File: config.mk
export PLATFORM = sky130hd
export DESIGN_NAME = seven_seg_scan_driver
export DESIGN_NICKNAME = d
export VERILOG_FILES = /design/src/rtl/seven_seg_scan_driver.sv
export SDC_FILE = /design/constraint.sdc
export NUM_CORES = 1
export LEC_CHECK = 0
export BUFFER_PORTS_ARGS = -buffer_cell sky130_fd_sc_hd__buf_4
export CORE_ASPECT_RATIO = 1.5
export CORE_MARGIN = 5
export CORE_UTILIZATION = 61
export DETAILED_ROUTE_END_ITERATION = 10
export PLACE_DENSITY_LB_ADDON = 0.12
export SYNTH_ARGS = -nofsm -noshare
export SYNTH_HDL_FRONTEND = slang
export SYNTH_SLANG_ARGS = --single-unit
File: constraint.sdc
create_clock -name clk -period 3.3 [get_ports clk]
set_clock_uncertainty 0.2 [all_clocks]
set_input_delay 0.33 -clock clk [delete_from_list [all_inputs] [get_ports clk]]
set_output_delay 0.33 -clock clk [all_outputs]
set_load 0.005 [all_outputs]
File: src/rtl/seven_seg_scan_driver.sv
// seven_seg_scan_driver
// Accepts a binary value over valid/ready, converts it to BCD with a
// sequential shift-add-3 engine (or takes hex nibbles directly), latches the
// glyphs into a display register and time-multiplexes them onto one shared
// segment bus with one-hot digit enables.
// Optional feature macro: LEADING_ZERO_BLANK_EN (blank leading zeros in
// decimal mode; digit 0 is never blanked).
module seven_seg_scan_driver #(
  parameter int NUM_DIGITS = 4,
  parameter int DATA_W     = 14,
  parameter int SCAN_DIV   = 100000,
  parameter int ACTIVE_LOW = 0
) (
  input  logic                  clk,
  input  logic                  rst,
  input  logic                  value_valid,
  input  logic [DATA_W-1:0]     value,
  input  logic                  hex_mode,
  output logic                  ready,
  output logic [6:0]            seg,
  output logic [NUM_DIGITS-1:0] an,
  output logic                  overflow
);

  localparam int BW = 4 * NUM_DIGITS;
  localparam int PW = (SCAN_DIV > 1) ? $clog2(SCAN_DIV) : 1;
  localparam int IW = (NUM_DIGITS > 1) ? $clog2(NUM_DIGITS) : 1;
  localparam int CW = $clog2(DATA_W + 1);
  localparam logic POL = (ACTIVE_LOW != 0) ? 1'b1 : 1'b0;
  localparam logic [6:0] GLYPH_DASH  = 7'b1000000;
  localparam logic [6:0] GLYPH_BLANK = 7'b0000000;

  // 10**n, evaluated at elaboration for the decimal overflow limit
  function automatic logic [63:0] pow10(input int n);
    logic [63:0] r;
    r = 64'd1;
    for (int k = 0; k < n; k++) begin
      r = r * 64'd10;
    end
    return r;
  endfunction

  localparam logic [63:0] DEC_LIMIT = pow10(NUM_DIGITS);

  // Segment pattern {g,f,e,d,c,b,a} for one nibble
  function automatic logic [6:0] glyph7(input logic [3:0] d);
    logic [6:0] g;
    case (d)
      4'h0:    g = 7'b0111111;
      4'h1:    g = 7'b0000110;
      4'h2:    g = 7'b1011011;
      4'h3:    g = 7'b1001111;
      4'h4:    g = 7'b1100110;
      4'h5:    g = 7'b1101101;
      4'h6:    g = 7'b1111101;
      4'h7:    g = 7'b0000111;
      4'h8:    g = 7'b1111111;
      4'h9:    g = 7'b1101111;
      4'hA:    g = 7'b1110111;
      4'hB:    g = 7'b1111100;
      4'hC:    g = 7'b0111001;
      4'hD:    g = 7'b1011110;
      4'hE:    g = 7'b1111001;
      4'hF:    g = 7'b1110001;
      default: g = 7'b0000000;
    endcase
    return g;
  endfunction

  typedef enum logic [1:0] {
    IDLE    = 2'd0,
    CONVERT = 2'd1,
    LOAD    = 2'd2
  } state_t;

  state_t                      state_r;
  logic                        ready_r;
  logic                        overflow_r;
  logic                        ovf_pend_r;
  logic [DATA_W-1:0]           bin_r;
  logic [BW-1:0]               bcd_r;
  logic [BW-1:0]               bcd_adj_s;
  logic [CW-1:0]               bit_cnt_r;
  logic [NUM_DIGITS-1:0][6:0]  disp_r;
  logic [NUM_DIGITS-1:0][6:0]  load_glyph_s;
  logic [PW-1:0]               presc_r;
  logic [IW-1:0]               digit_idx_r;
  logic [6:0]                  seg_r;
  logic [NUM_DIGITS-1:0]       an_r;
  logic [NUM_DIGITS-1:0]       an_s;
  logic [BW-1:0]               hex_nib_s;
  logic                        hex_ovf_s;
  logic                        dec_ovf_s;
  logic                        capture_s;
`ifdef LEADING_ZERO_BLANK_EN
  logic                        hex_r;
`endif

  assign capture_s = value_valid && ready_r;
  assign dec_ovf_s = ({{(64-DATA_W){1'b0}}, value} >= DEC_LIMIT);

  // Hex digits are the raw nibbles; anything above the top digit is overflow
  generate
    if (DATA_W >= BW) begin : g_hex_trunc
      assign hex_nib_s = value[BW-1:0];
    end else begin : g_hex_pad
      assign hex_nib_s = {{(BW-DATA_W){1'b0}}, value};
    end
    if (DATA_W > BW) begin : g_hex_ovf
      assign hex_ovf_s = |value[DATA_W-1:BW];
    end else begin : g_hex_noovf
      assign hex_ovf_s = 1'b0;
    end
  endgenerate

  // Add-3 correction of every BCD nibble before the next shift
  always_comb begin
    bcd_adj_s = bcd_r;
    for (int i = 0; i < NUM_DIGITS; i++) begin
      if (bcd_r[4*i +: 4] >= 4'd5) begin
        bcd_adj_s[4*i +: 4] = bcd_r[4*i +: 4] + 4'd3;
      end else begin
        bcd_adj_s[4*i +: 4] = bcd_r[4*i +: 4];
      end
    end
  end

  // Glyphs written into the display register at LOAD
  always_comb begin
`ifdef LEADING_ZERO_BLANK_EN
    logic seen_nz_s;
    seen_nz_s = 1'b0;
`endif
    load_glyph_s = '0;
    for (int i = NUM_DIGITS - 1; i >= 0; i--) begin
      if (ovf_pend_r) begin
        load_glyph_s[i] = GLYPH_DASH;
      end
`ifdef LEADING_ZERO_BLANK_EN
      else if (!hex_r && !seen_nz_s && (i != 0) && (bcd_r[4*i +: 4] == 4'd0)) begin
        load_glyph_s[i] = GLYPH_BLANK;
      end
`endif
      else begin
        load_glyph_s[i] = glyph7(bcd_r[4*i +: 4]);
      end
`ifdef LEADING_ZERO_BLANK_EN
      if (bcd_r[4*i +: 4] != 4'd0) begin
        seen_nz_s = 1'b1;
      end else begin
        seen_nz_s = seen_nz_s;
      end
`endif
    end
  end

  // Capture / convert / load sequencer; display only changes at LOAD
  always_ff @(posedge clk) begin
    if (rst) begin
      state_r    <= IDLE;
      ready_r    <= 1'b1;
      overflow_r <= 1'b0;
      ovf_pend_r <= 1'b0;
      bin_r      <= '0;
      bcd_r      <= '0;
      bit_cnt_r  <= '0;
      disp_r     <= '0;
`ifdef LEADING_ZERO_BLANK_EN
      hex_r      <= 1'b0;
`endif
    end else begin
      case (state_r)
        IDLE: begin
          if (capture_s) begin
            ready_r   <= 1'b0;
            bit_cnt_r <= '0;
`ifdef LEADING_ZERO_BLANK_EN
            hex_r     <= hex_mode;
`endif
            if (hex_mode) begin
              bcd_r      <= hex_nib_s;
              bin_r      <= '0;
              ovf_pend_r <= hex_ovf_s;
              state_r    <= LOAD;
            end else begin
              bcd_r      <= '0;
              bin_r      <= value;
              ovf_pend_r <= dec_ovf_s;
              state_r    <= CONVERT;
            end
          end
        end
        CONVERT: begin
          {bcd_r, bin_r} <= {bcd_adj_s, bin_r} << 1;
          if (bit_cnt_r == CW'(DATA_W - 1)) begin
            state_r <= LOAD;
          end else begin
            bit_cnt_r <= bit_cnt_r + {{(CW-1){1'b0}}, 1'b1};
          end
        end
        LOAD: begin
          disp_r     <= load_glyph_s;
          overflow_r <= ovf_pend_r;
          ready_r    <= 1'b1;
          state_r    <= IDLE;
        end
        default: begin
          ready_r <= 1'b1;
          state_r <= IDLE;
        end
      endcase
    end
  end

  // Free-running prescaler and digit index for the multiplex scan
  always_ff @(posedge clk) begin
    if (rst) begin
      presc_r     <= '0;
      digit_idx_r <= '0;
    end else if (presc_r == PW'(SCAN_DIV - 1)) begin
      presc_r <= '0;
      if (digit_idx_r == IW'(NUM_DIGITS - 1)) begin
        digit_idx_r <= '0;
      end else begin
        digit_idx_r <= digit_idx_r + {{(IW-1){1'b0}}, 1'b1};
      end
    end else begin
      presc_r <= presc_r + {{(PW-1){1'b0}}, 1'b1};
    end
  end

  // One-hot enable for the current digit
  always_comb begin
    an_s = '0;
    for (int i = 0; i < NUM_DIGITS; i++) begin
      an_s[i] = (digit_idx_r == IW'(i));
    end
  end

  // Output register: seg and an move together, polarity applied here
  always_ff @(posedge clk) begin
    if (rst) begin
      seg_r <= {7{POL}};
      an_r  <= {NUM_DIGITS{POL}};
    end else begin
      seg_r <= disp_r[digit_idx_r] ^ {7{POL}};
      an_r  <= an_s ^ {NUM_DIGITS{POL}};
    end
  end

  assign ready    = ready_r;
  assign overflow = overflow_r;
  assign seg      = seg_r;
  assign an       = an_r;

endmodule

After elaboration in Yosys (flattened, before gate mapping). Memory sizes are Yosys's and may differ from the RTL's. A register that Yosys moved wholly into a read port is not among the register bits. Index checks and enable logic that the tools add are counted.

Bitwise operators: 1. Muxes and demuxes: 35. $add $sub $neg: 7. Reductions and logical operators: 10. Order comparisons: 6. Eq/ne operators: 10.

Operator list (number): 4-bit 2-to-1 mux (13); 14-bit 2-to-1 mux (3); 7-bit 2-to-1 mux (5); 16-bit case mux with 2 select lines (1); 14-bit case mux with 2 select lines (1); 17-bit by 1-bit adder with 17-bit output, second input constant (1); 17-bit equality test, second input constant (1); 4-bit by 3-bit >= comparator with 1-bit output, second input constant (4); 16-bit 2-to-1 mux (1); 7-bit binary-select mux with 2-bit select (1); 14-bit >= comparator, second input constant (1); 4-bit by 2-bit adder with 4-bit output, second input constant (3); 2-bit 2-to-1 mux (4); 4-bit case mux with 2 select lines (1); 2-bit AND reduction (4); 2-bit equality test, second input constant (3); 2-bit inequality test, second input constant (3); 4-bit by 1-bit adder with 4-bit output, second input constant (1); 2-bit by 1-bit equality test with 1-bit output, second input constant (2); 4-bit equality test, second input constant (1); 2-bit logical NOT (2); 2-bit case mux with 2 select lines (1); 3-bit by 2-bit adder with 3-bit output, second input constant (1); 2-bit by 3-bit < comparator with 1-bit output, second input constant (1); other kinds (9) (10).

Input port bits: 18. Memories kept: 4. Flip-flop bits (word level): 97. Bits in read-only memories: 448. Output and inout port bits: 13.

Memory list: (no name shown) (depth 16, width 7, read ports 1, clocked after memory_dff 1, write ports 0, RTL line 48) `case (d)`; (no name shown) (depth 16, width 7, read ports 1, clocked after memory_dff 1, write ports 0, RTL line 48); (no name shown) (depth 16, width 7, read ports 1, clocked after memory_dff 1, write ports 0, RTL line 48); (no name shown) (depth 16, width 7, read ports 1, clocked after memory_dff 1, write ports 0, RTL line 48).

Longest topological paths before layout.
Depth in word-level cells: 5. Gate-level depth with buffers: 12.

Worst setup path before layout. No wires, ideal clock.

Path kind: register to register. From: register bcd_r[5]. To: register with a tool-made name. Setup slack: 0.626 ns. Buffers on the path: 0. Arrival: 2.392 ns. Cell stages (with the launch flop): 11. Required time: 3.017 ns. Setup time: 0.083 ns. Path through: dfxtp_1 -> inv_1 -> ha_1 -> nand2b_1 -> a21oi_1 -> nor4_1 -> a211oi_1 -> inv_1 -> ha_1 -> or3_1 -> o221ai_1.

RTL lines: start: declaration (RTL line 81) `logic [BW-1:0] bcd_r;`; start signal: assignment (RTL line 181) `bcd_r <= hex_nib_s;`; start signal: assignment (RTL line 194) `{bcd_r, bin_r} <= {bcd_adj_s, bin_r} << 1;`.

==> results.md <==
- Multiplexer share of the synthesized area: 4.57%
- # DRC: 0
- I/O pin total: 31
- Largest family of logic cells by synthesized area: simple AND/OR/NAND/NOR gates
- Worst slew pin tran: 862 ps
- Starting Density: 62.1%
- Setup CP Type: flip-flop to flip-flop
- Cell Area, Synth: 0.00629 mm²
- CP Data Arrival Time: 3140 ps
- Buf/Inv on CP: 3
- GRT Overall Usage: 24.2%
- Critical path's largest stage delay: 690 ps
- Largest net degree at the start of global routing: 40
- Final slew viol count: 0
- Most used DFF post-synth: dfxtp_1
- Core area: 0.0101 mm²
- Syn avg cell area: 8.86 µm²
- Pleak: 2.92 nW
- Post-Synth Adder-Cell Area: 8.55%
- Via count of the first global-routing pass: 4997
- Chip Height: 134 µm
- CTS tree: yes
- Ys async rst share: 0%
- Fmax: 0.325 GHz
- HPWL after DPL: 10400 µm
- Synth warn: 0
- Clock latency on the worst-skew pair: 410 ps
- Int Pwr: 3.12 mW
- VDD IR-drop max: 0.373 mV
- Total wire length: 14500 µm
- Hold WC Path Type: input port to flip-flop
- RSZ-0062 raised after global routing: false
- # setup viols final: 0
- Power, Total: 4.23 mW
- Clock sinks: 125
- Req. time, crit path: 3370 ps
- Setup Buffers After CTS: 0
- Via/cell ratio: 6.05
- CTS root buf: clkbuf_16
- Total gr overflow: 0
- FP Rows: 45
- Post-synthesis sequential area ratio: 39.8%
- DRT iter0 DRCs: 449
- Die area: 0.0125 mm²
- CP Cell Sequence: inv_1, ha_1, nand2b_1, a21oi_1, xnor2_1, a2111oi_0, a31oi_1, buf_4, inv_1, ha_1, nor3_1, nor3_1, a31oi_1
- Hold Path End: ovf_pend_r$_SDFFE_PP0P_
- Crit path launch type: flip-flop
- Final Critical Period: 3070 ps
- Slew headroom: 42.5%
- CTS Buf Count: 17
- Final #Nets: 796
- Switch share: 26.2%
- Combinational share of power: 15.1%
- Routability cong.: 0.916
- Post-route antenna net violation count: 0
- Post-synthesis simple-gate area fraction: 21.9%
- H-tree depth: 4
- Hold_ws: 39.2 ps
- Register area: 0.00250 mm²
- Compound-Gate Fraction of Synth Area: 17.2%
- Worst setup EP type: flip-flop
- ANT cells: 0
- Die Wd: 92.9 µm
- Seq pwr share: 40.6%
- Run status: complete, no violations
- XOR/XNOR Fraction of Synth Area: 2.92%
- R2r setup slk: 230 ps
- Filler cells: 779
- P&R area growth vs syn: 15.0%
- Final setup TNS: 0 ps
- Number of synthesized flops with an enable pin: 0
- Routed length per placed instance: 16.8 µm
- Fin util: 71.4%
- Yosys cell types: 71
- Max stage delay cell, worst path: a2111oi_0
- Number of I/O port buffers: 30
- Area of the multi-input gates: 0.00347 mm²
- #FFs+latches synth: 125
- Clk pwr share: 44.2%
- Clk slew on worst S/H paths: 60 ps
- First-pass GRT wire length: 24000 µm
- Max_cap viols: 0
- Final WS setup: 227 ps
- Share of layout cells above drive strength 1: 13.8%
- Antenna violations before repair: 0
- Cell family with most CP delay: compound AO/OA/AOI/OAI gates
- Pwr/cell area: 584 mW/mm²
- Vias post-DR: 5224
- Worst r2r src: bcd_r[13]$_SDFFE_PP0N_
- Hold path start: value[13]
- Drt first pass iters: 5
- R2R depth: 13
- Fin. Hold Viols: 0
- Hold Path Stages: 3
- Mapped Cells: 710
- Dpl ws: 309 ps
- Tcrit/Tclk final: 93.1%
- Critical path fanouts, max: 7
- Buffer levels on the longest clock path: 2
- Switch Pwr: 1.11 mW
- Synth Net Count: 771
-- power by group through the flow --
stage                     Clock (mW)  Sequential [mW]  Combinational [mW]
after global placement             0             1.74               0.609
after global routing            1.97             1.73               0.712
after floorplan                    0             1.72               0.474
final                           1.87             1.72               0.641
after detailed placement           0             1.75               0.628
after CTS                       1.89             1.72               0.639
-- worst reg2reg max path: stages, from the launching register on --
cell and delay [ps]:
dfxtp_1 330, inv_1 70, ha_1 170, nand2b_1 130, a21oi_1 250, xnor2_1 150, a2111oi_0 690, a31oi_1 80
buf_4 200, inv_1 100, ha_1 250, nor3_1 90, nor3_1 170, a31oi_1 70
-- repair_timing --
| item | in CTS | in global routing |
|---|---|---|
| resized for setup | 0 | 0 |
| endpoints found under the hold margin | 3 | 0 |
| hold buffers | 3 | 0 |
-- cell usage after synthesis (13+ instances only) --
library cell | number | area share [%]
nand3_1 | 17 | 1.4
nand2_1 | 54 | 3.2
xor2_1 | 13 | 1.8
ha_1 | 43 | 8.6
nor3_1 | 40 | 3.2
a21oi_1 | 53 | 4.2
mux2i_1 | 13 | 2.1
clkbuf_1 | 25 | 1.5
nand3b_1 | 25 | 3.0
a211oi_1 | 15 | 1.8
inv_1 | 35 | 2.1
nor3b_1 | 13 | 1.6
dfxtp_1 | 125 | 40
nor2_1 | 75 | 4.5
-- how the worst max path moves through the flow --
stage,cells past startpoint,slack (ps),end,startpoint
final,13,230,flip-flop,bcd_r[13]$_SDFFE_PP0N_
after global routing,13,20,flip-flop,bcd_r[12]$_SDFFE_PP0N_
after CTS,10,260,flip-flop,bcd_r[8]$_SDFFE_PP0N_
after detailed placement,13,310,flip-flop,bcd_r[13]$_SDFFE_PP0N_
after global placement,13,420,flip-flop,bcd_r[13]$_SDFFE_PP0N_
after floorplan,10,630,flip-flop,bcd_r[5]$_SDFFE_PP0N_
-- metal layers --
metal / part of all wire, % / track usage, % / wire length [µm] / up-vias
met5: 0 / 0 / 0 / -
met4: 3.9 / 12.7 / 566 / 0
met3: 3.9 / 4.71 / 570 / 41
met2: 52 / 43.1 / 7560 / 149
met1: 40 / 26.8 / 5810 / 2477
li1: - / - / - / 2557
-- placed cells by master (no fill, tap or decap), types with 4 or more instances in the layout --
cell,Yosys,routed
buf_4,0,45
nand4_1,5,5
mux2i_1,13,13
nand3_1,17,17
mux4_2,7,7
xnor2_1,8,8
nand3b_1,25,25
inv_2,4,4
clkbuf_16,0,17
a211oi_1,15,15
a22o_1,5,5
dfxtp_1,125,125
o21ai_0,12,12
nor4_1,4,4
and2_1,8,8
nand2b_1,5,5
a22oi_1,6,6
a31oi_1,9,9
nor2b_1,7,6
nor2_1,75,75
inv_1,35,35
a21oi_1,53,53
nor3_1,40,40
nor3b_1,13,13
xor2_1,13,13
ha_1,43,43
nand2_1,54,54
-- area by class of cell --
cell class	instances	share of cell area [%]
sequential	125	34.6
multi-input combinational	504	48.0
inverter	39	2.02
timing repair buffer	48	5.08
tap	117	2.02
clock buffer	21	6.36
clock inverter	10	1.90
-- per-stage QoR --
stage | instance area [µm²] | instances
6_report | 7240 | 864
5_1_grt | 7240 | 864
4_1_cts | 7240 | 864
3_5_place_dp | 6610 | 830
3_3_place_gp | 6610 | 830
2_1_floorplan | 6290 | 710
-- cells by family after synthesis --
logic type,Yosys count
AO/OA/AOI/OAI,149
XOR/XNOR,21
adder cells (fa/ha/maj),43
buffers and inverters,81
flip-flops,125
multiplexers,20
AND/OR/NAND/NOR,271
Power figures use the tool's default switching activity.
